[src/rtl/fft_tw4_seq.sv]
// fft_tw4_seq: twiddle ROM address sequencer and stage controller for one radix-2^2 FFT stage.
// Counts accepted samples per frame, drives tw_addr/bfly_sel, and tracks the datapath pipe.
//
// state | meaning
// IDLE  | waiting for sample k = 0 of a new frame
// RUN   | frame in progress, accepting samples
// DRAIN | last sample accepted; input stalled until it leaves the datapath
module fft_tw4_seq #(
  parameter int LOG2N     = 6,
  parameter int STAGE_LAT = 3
) (
  input  logic       clk,
  input  logic       rstn,
  input  logic       clr,
  input  logic       din_valid,
  output logic       din_ready,
  output logic [1:0] tw_addr,
  output logic       tw_valid,
  output logic       bfly_sel,
  output logic       frame_start,
  output logic       dout_valid,
  output logic       frame_done,
  output logic       busy,
  output logic [7:0] frame_cnt
);

  typedef enum logic [1:0] {
    IDLE  = 2'd0,
    RUN   = 2'd1,
    DRAIN = 2'd2
  } state_t;

  localparam logic [LOG2N-1:0] K_LAST = '1;

  state_t               state_q;
  logic [LOG2N-1:0]     k_q;
  logic [LOG2N-1:0]     k_d;
  logic [1:0]           tw_addr_q;
  logic                 tw_valid_q;
  logic                 bfly_sel_q;
  logic                 frame_start_q;
  logic                 last_q;
  logic [STAGE_LAT-1:0] pv_q;
  logic [STAGE_LAT-1:0] pl_q;
  logic [7:0]           frame_cnt_q;
  logic [7:0]           frame_cnt_d;
  logic                 accept;
  logic                 k_is_last;
  logic                 done;

  assign din_ready   = (state_q != DRAIN);
  assign accept      = din_valid & din_ready;
  assign k_is_last   = (k_q == K_LAST);
  assign done        = pv_q[STAGE_LAT-1] & pl_q[STAGE_LAT-1];
  // k is exactly LOG2N bits wide, so N-1 wraps to 0 without a compare
  assign k_d         = k_q + LOG2N'(1);
  assign frame_cnt_d = frame_cnt_q + 8'd1;

  always_ff @(posedge clk or negedge rstn) begin
    if (!rstn) begin
      state_q       <= IDLE;
      k_q           <= '0;
      tw_addr_q     <= '0;
      tw_valid_q    <= 1'b0;
      bfly_sel_q    <= 1'b0;
      frame_start_q <= 1'b0;
      last_q        <= 1'b0;
      pv_q          <= '0;
      pl_q          <= '0;
      frame_cnt_q   <= '0;
    end else if (clr) begin
      state_q       <= IDLE;
      k_q           <= '0;
      tw_addr_q     <= '0;
      tw_valid_q    <= 1'b0;
      bfly_sel_q    <= 1'b0;
      frame_start_q <= 1'b0;
      last_q        <= 1'b0;
      pv_q          <= '0;
      pl_q          <= '0;
    end else begin
      tw_valid_q    <= accept;
      frame_start_q <= accept & (k_q == '0);
      last_q        <= accept & k_is_last;
      if (accept) begin
        k_q        <= k_d;
        tw_addr_q  <= k_q[LOG2N-1 -: 2];
        bfly_sel_q <= k_q[LOG2N-1];
      end
      // pipe mirrors the datapath latency from twiddle valid to stage output
      pv_q[0] <= tw_valid_q;
      pl_q[0] <= last_q;
      for (int i = 1; i < STAGE_LAT; i++) begin
        pv_q[i] <= pv_q[i-1];
        pl_q[i] <= pl_q[i-1];
      end
      if (done) begin
        frame_cnt_q <= frame_cnt_d;
      end
      case (state_q)
        IDLE:    if (accept) state_q <= RUN;
        RUN:     if (accept && k_is_last) state_q <= DRAIN;
        DRAIN:   if (done) state_q <= IDLE;
        default: state_q <= IDLE;
      endcase
    end
  end

  assign tw_addr     = tw_addr_q;
  assign tw_valid    = tw_valid_q;
  assign bfly_sel    = bfly_sel_q;
  assign frame_start = frame_start_q;
  assign dout_valid  = pv_q[STAGE_LAT-1];
  assign frame_done  = done;
  assign busy        = (state_q != IDLE);
  assign frame_cnt   = frame_cnt_q;

endmodule

[config.mk]
export PLATFORM = sky130hd
export DESIGN_NAME = fft_tw4_seq
export DESIGN_NICKNAME = d
export VERILOG_FILES = /design/src/rtl/fft_tw4_seq.sv
export SDC_FILE = /design/constraint.sdc
export NUM_CORES = 1
export LEC_CHECK = 0
export ABC_AREA = 0
export BUFFER_PORTS_ARGS = -buffer_cell sky130_fd_sc_hd__clkbuf_2
export CAP_MARGIN = 20
export CORE_ASPECT_RATIO = 1.2
export CORE_UTILIZATION = 53
export CTS_CLUSTER_SIZE = 25
export DETAILED_ROUTE_END_ITERATION = 8
export PLACE_DENSITY = 0.76
export SKIP_LAST_GASP = 1
export SYNTH_ARGS = -nofsm -noshare
export SYNTH_HDL_FRONTEND = slang
export SYNTH_SLANG_ARGS = --single-unit
[constraint.sdc]
create_clock -name clk -period 2.1 [get_ports clk]
set_clock_uncertainty 0.15 [all_clocks]
set_input_delay 0.315 -clock clk [delete_from_list [all_inputs] [get_ports clk]]
set_output_delay 0.315 -clock clk [all_outputs]
set_load 0.03 [all_outputs]
==> flow_metrics.tcl, run 1 <==
set metrics [dict create \
    status "complete, no violations" \
    crit_family "flip-flops" \
    layout_commonest_cell "dfrtp_1" \
    arrival_ns 1.34 \
    yosysWarnings 0 \
    pin_count 21 \
    portBuffers 20 \
    setup_tns_ns 0 \
    p_int_uw 619.4 \
    final-setup-viol-count 0 \
    fin_crit_sh_pct 86.00 \
    insertion_delay_ns 0.32 \
    drive_above_1_share_pct 22.79 \
    synth_top_area_share_pct 56.43 \
    area_growth_pct 13.79 \
    synth_cell_types 30 \
    grt.overflow.total 0 \
    netlist_area_um2 1197 \
    ff2ff_setup_slack_ns 0.47 \
    rsz0062_at_grt "no" \
    hold_viol_final 0 \
    endpoint_kind "output pin" \
    critPathSlowestCell "dfrtp_1" \
    most-common-layout-cells "dfrtp_1 (27), clkbuf_2 (20), nand2_1 (9)" \
    start_util_pct 57.17 \
    cts_max_level 1 \
    period_needed_ns 1.806 \
    postSynthAreaPerCell_um2 10.60 \
    cts-root-buf "clkbuf_4" \
    r2r-start "state_q[1]" \
    cp.buffers_inverters 2 \
    layoutNonFillerInstCount 166 \
    netlist_instances 113 \
    vias 895 \
    hpwl_um 1532 \
    hold_depth 3 \
    min_from "din_valid" \
    pwr-share-comb_pct 6.8 \
    clk_pin_slew_ns 0.13 \
    swShare_pct 22.97 \
    final_nets 144 \
    die_x_um 45.39 \
    hold_ws_ns 0.1917 \
    ant_nets 0 \
    num_antenna_cells 0 \
    die_h_um 54.07 \
    first_pass_iters 4 \
    rows 18 \
    max_slew_margin_pct 57.31 \
    hold_path.class "in -> reg" \
    critical-path-max-stage-delay_ns 0.43 \
    grt_pass1_wl_um 3574 \
    vias_per_cell 5.392 \
    power_frac_seq_pct 66.4 \
    core_area_um2 2095 \
    cts_buffers 3 \
    drt_iter0_drc 21 \
    synth_top_area_cell "dfrtp_1" \
    leakage_nw 0.6788 \
    drc 0 \
    worstPathMaxFanout 5 \
    p_switching_uw 184.7 \
    synth_seq_area_share_pct 56.43 \
    reg2reg_depth 4 \
    grt_usage_pct 20.55 \
    dieArea_um2 2454 \
    cts_tree "built" \
    cts.sinks 27 \
    cts_buffer_depth 2 \
    post_drt_wl_per_cell_um 12.72 \
    wl_um 2112 \
    drv_slew 0 \
    clkPwrFrac_pct 26.8 \
    worst_slew_pin_slew_ns 0.6403 \
    critical_path_class "reg -> out" \
    maxCapViolCount 0 \
    crit_required_ns 1.63 \
    dpl.cell_count 161 \
    grt_pass1_vias 852 \
    place_congestion 0.8507 \
    ir_drop_mv 0.3987 \
    max_freq_mhz 553.7 \
    ys_seq_elements 27 \
    rr_endpoint "k_q[4]" \
    grt_max_degree 28 \
    synth.area.top_cells "dfrtp_1 (56%), nor2b_1 (4.2%), ha_1 (3.1%)" \
    critPathLaunchType "register" \
    antenna_found_initial 0 \
    min_to "k_q[1]" \
    syn_nets 120 \
    crit_chain "nor2b_1 > inv_1 > clkbuf_2" \
    power_density_nw_per_um2 590.1 \
]
-- per-layer routing --
layer	wire (µm)	share of wire [%]	track usage, %
met5	0	0	0
met4	22	1.0	7.576
met3	67	3.2	4.698
met2	1131	54	35.48
met1	890	42	24.62
-- power by group through the flow --
stage | Sequential, mW | Clock (mW) | Combinational [mW]
6_report | 0.534 | 0.215 | 0.0550
3_5_place_dp | 0.544 | 0 | 0.0550
5_1_grt | 0.535 | 0.247 | 0.0636
3_3_place_gp | 0.543 | 0 | 0.0537
2_1_floorplan | 0.548 | 0 | 0.0284
4_1_cts | 0.534 | 0.225 | 0.0565
-- synthesized netlist by cell type --
cell      instances
a21oi_1           7
and2_1            1
and3_1            1
and3_2            1
and3b_1           1
buf_1             1
buf_2             1
buf_4             3
dfrtp_1          27
ha_1              3
inv_1             4
mux2_2            1
nand2_1           9
nand2_2           1
nand3_1           7
nand3b_1          1
nand4_1           5
nor2_1            4
nor2b_1           8
nor3_1            5
nor4_1            1
o21ai_0           6
o21ba_2           1
o31ai_1           2
o32ai_1           1
or2_2             1
or3_1             1
or4_1             2
xnor2_1           4
xor2_1            3
-- worst max path at each step --
stage	end	cells after the start	slack, ns	from
global route	din_ready	3	0.18	state_q[0]
finish	din_ready	3	0.29	state_q[0]
global placement	k_q[4]	4	0.56	state_q[1]
CTS	din_ready	3	0.30	state_q[0]
detailed placement	k_q[4]	4	0.48	state_q[1]
floorplan	frame_start	5	0.64	state_q[1]
-- cell families (layout without fill, tap and decap cells) --
group                    Yosys count  in the layout  synth area share (%)
flip-flops                        27             27                 56.43
AND/OR/NAND/NOR                   49             49                 22.26
XOR/XNOR                           7              7                 5.120
buffers and inverters              9             32                 3.865
multiplexers                       1              1                0.9404
adder cells (fa/ha/maj)            3              3                 3.135
AO/OA/AOI/OAI                     17             17                 8.255
-- sequential cells by signal (all words and copies together), names as in the netlist --
signal / flops
last_q: 1
pv_q: 3
tw_valid: 1
state_q: 2
frame_start: 1
k_q: 6
pl_q: 3
frame_cnt: 8
tw_addr: 2
-- area by class of cell --
| class | count | area [µm²] |
|---|---|---|
| clock buffer | 4 | 26.28 |
| fill | 192 | 732.0 |
| inverter | 4 | 15.01 |
| multi-input combinational | 77 | 475.5 |
| sequential | 27 | 675.6 |
| tap | 30 | 37.54 |
| timing repair buffer | 24 | 132.6 |
-- metrics by stage --
step | util [%] | worst slack, ns | total power [mW] | cell area (µm²)
after floorplan | - | 0.6386 | 0.5764 | 1197
after global placement | 63.32 | 0.5613 | 0.5972 | 1326
after detailed placement | 63.32 | 0.4824 | 0.5986 | 1326
after CTS | 65.05 | 0.2963 | 0.8153 | 1363
after global routing | 65.05 | 0.1765 | 0.8460 | 1363
final | 65.05 | 0.2940 | 0.8041 | 1363
-- worst reg2reg max path: cells and delay by family (launching register included) --
| family | cells | cell delay, ns |
|---|---|---|
| buffers and inverters | 1 | 0.17 |
| AND/OR/NAND/NOR | 2 | 0.67 |
| AO/OA/AOI/OAI | 1 | 0.17 |
| flip-flops | 1 | 0.41 |
-- what timing repair did --
item / 4_1_cts / 5_1_grt
resized for setup: 0 / 0
endpoints found under the setup margin: 0 / 0
buffers inserted: 0 / 0
hold buffers: 1 / 0
hold endpoints to repair: 27 / 0
(Power assumes the default switching activity.)
==> run 2: changes to the inputs <==
--- a/config.mk
+++ b/config.mk
@@ -9,10 +9,10 @@
 export BUFFER_PORTS_ARGS = -buffer_cell sky130_fd_sc_hd__clkbuf_2
 export CAP_MARGIN = 20
 export CORE_ASPECT_RATIO = 1.2
-export CORE_UTILIZATION = 53
+export CORE_UTILIZATION = 40
 export CTS_CLUSTER_SIZE = 25
 export DETAILED_ROUTE_END_ITERATION = 8
-export PLACE_DENSITY = 0.76
+export PLACE_DENSITY = 0.61
 export SKIP_LAST_GASP = 1
 export SYNTH_ARGS = -nofsm -noshare
 export SYNTH_HDL_FRONTEND = slang
==> run 2 against run 1 <==
Effect of this change:
- first-iteration DRC count grew 4.8%
- sequential share of layout area shrank 0.18 points
- wire length grew 7.8%
- core utilization shrank 16 points
- register-to-register slack gained 0.06 ns
- combinational power grew 2%
- total power grew 0.61%
- final cell count grew 2.4%
- maximum frequency grew 8.2%
- clock power grew 2%
- worst setup slack gained 0.14 ns
==> flow_metrics.tcl, run 2 (synthesis results as in run 1) <==
set metrics [dict create \
    status "complete, no violations" \
    hold_viol_final 0 \
    drive_above_1_share_pct 22.79 \
    drv_slew 0 \
    cts_buffers 3 \
    layout_commonest_cell "dfrtp_1" \
    largest_register_ffs 8 \
    area_growth_pct 14.21 \
    grt_usage_pct 15.78 \
    die_h_um 61.94 \
    post_dp_cell_area_um2 1331 \
    grt_max_degree 28 \
    place_ws_ns 0.5322 \
    core_area_um2 2811 \
    swShare_pct 23.42 \
    layoutNonFillerInstCount 170 \
    most-common-layout-cells "dfrtp_1 (27), clkbuf_2 (20), nand2_1 (9)" \
    rsz0062_at_grt "no" \
    hpwl_um 1641 \
    clk_pin_slew_ns 0.13 \
    vias_per_cell 5.212 \
    worstPathMaxFanout 3 \
    min_from "din_valid" \
    crit_start "state_q[1]" \
    drc 0 \
    antenna_found_initial 0 \
    insertion_delay_ns 0.32 \
    grt_pass1_vias 789 \
    num_antenna_cells 0 \
    crit_required_ns 1.63 \
    max_freq_mhz 599.2 \
    start_util_pct 42.59 \
    setup_tns_ns 0 \
    critical_path_class "reg -> out" \
    portBuffers 20 \
    hold_ws_ns 0.1919 \
    max_slew_margin_pct 55.83 \
    p_int_uw 619.5 \
    place_congestion 0.8426 \
    fin_area_um2 1368 \
    fin_util_pct 48.64 \
    rows 21 \
    drt_iter0_drc 22 \
    reg2reg_depth 4 \
    final_nets 144 \
    pwr-share-comb_pct 6.9 \
    postCtsSetupRepairBufs 0 \
    cts_buffer_depth 2 \
    period_needed_ns 1.669 \
    hold_depth 3 \
    fillers 260 \
    cts_max_level 1 \
    p_switching_uw 189.5 \
    cts.repair.resized 0 \
    clkPwrFrac_pct 27.0 \
    pin_count 21 \
    rr_endpoint "k_q[5]" \
    dieArea_um2 3217 \
    fin_crit_sh_pct 79.48 \
    ir_drop_mv 0.3857 \
    ant_nets 0 \
    hold_buffers 1 \
    r2r-start "state_q[1]" \
    power_density_nw_per_um2 591.5 \
    fin_ws_ns 0.4310 \
    cts_tree "built" \
    grt.overflow.total 0 \
    worst_slew_pin_slew_ns 0.6626 \
    ff2ff_setup_slack_ns 0.53 \
    critPathLaunchType "register" \
    vias 886 \
    hold_path.class "in -> reg" \
    min_to "state_q[1]" \
    cts-root-buf "clkbuf_4" \
    final-setup-viol-count 0 \
    leakage_nw 0.6788 \
    dpl.cell_count 165 \
    die_x_um 51.95 \
    endpoint_kind "output pin" \
    arrival_ns 1.20 \
    wl_um 2276 \
    cts.sinks 27 \
    first_pass_iters 4 \
    p_total_uw 809.0 \
    post_drt_wl_per_cell_um 13.39 \
    grt_pass1_wl_um 3636 \
    power_frac_seq_pct 66.0 \
    maxCapViolCount 0 \
]
run 2: worst max-delay path: stages, from the launching register on:
cell and delay (ns):
dfrtp_1 0.41, or2_2 0.29, clkbuf_2 0.19
run 2: worst max-delay path by stage:
| stage | slack, ns | depth (start not counted) | end |
|---|---|---|---|
| floorplan | 0.64 | 5 | frame_start |
| global placement | 0.58 | 4 | k_q[4] |
| detailed placement | 0.53 | 4 | k_q[5] |
| CTS | 0.40 | 2 | busy |
| global route | 0.38 | 2 | busy |
| finish | 0.43 | 2 | busy |
run 2: area by class of cell:
cell class	instances	area (µm²)	share of cell area [%]
Timing Repair Buffer	24	132.6	9.698
Tap cell	34	42.54	3.111
Inverter	4	15.01	1.098
Clock buffer	4	26.28	1.921
Sequential cell	27	675.6	49.41
Multi-Input combinational cell	77	475.5	34.77
run 2: power groups by stage:
| stage | Sequential (mW) | Combinational (mW) | Clock [mW] |
|---|---|---|---|
| 6_report | 0.534 | 0.0560 | 0.219 |
| 5_1_grt | 0.536 | 0.0634 | 0.251 |
| 4_1_cts | 0.534 | 0.0577 | 0.236 |
| 3_5_place_dp | 0.544 | 0.0563 | 0 |
| 3_3_place_gp | 0.544 | 0.0553 | 0 |
| 2_1_floorplan | 0.548 | 0.0284 | 0 |
run 2: per-layer routing:
layer	track usage [%]	part of all wire, %	wire, µm	vias up
li1	-	-	-	437
met1	19.82	46	1056	430
met2	26.01	49	1105	15
met3	2.920	3.5	80	4
met4	8.108	1.4	33	0
met5	0	0	0	-
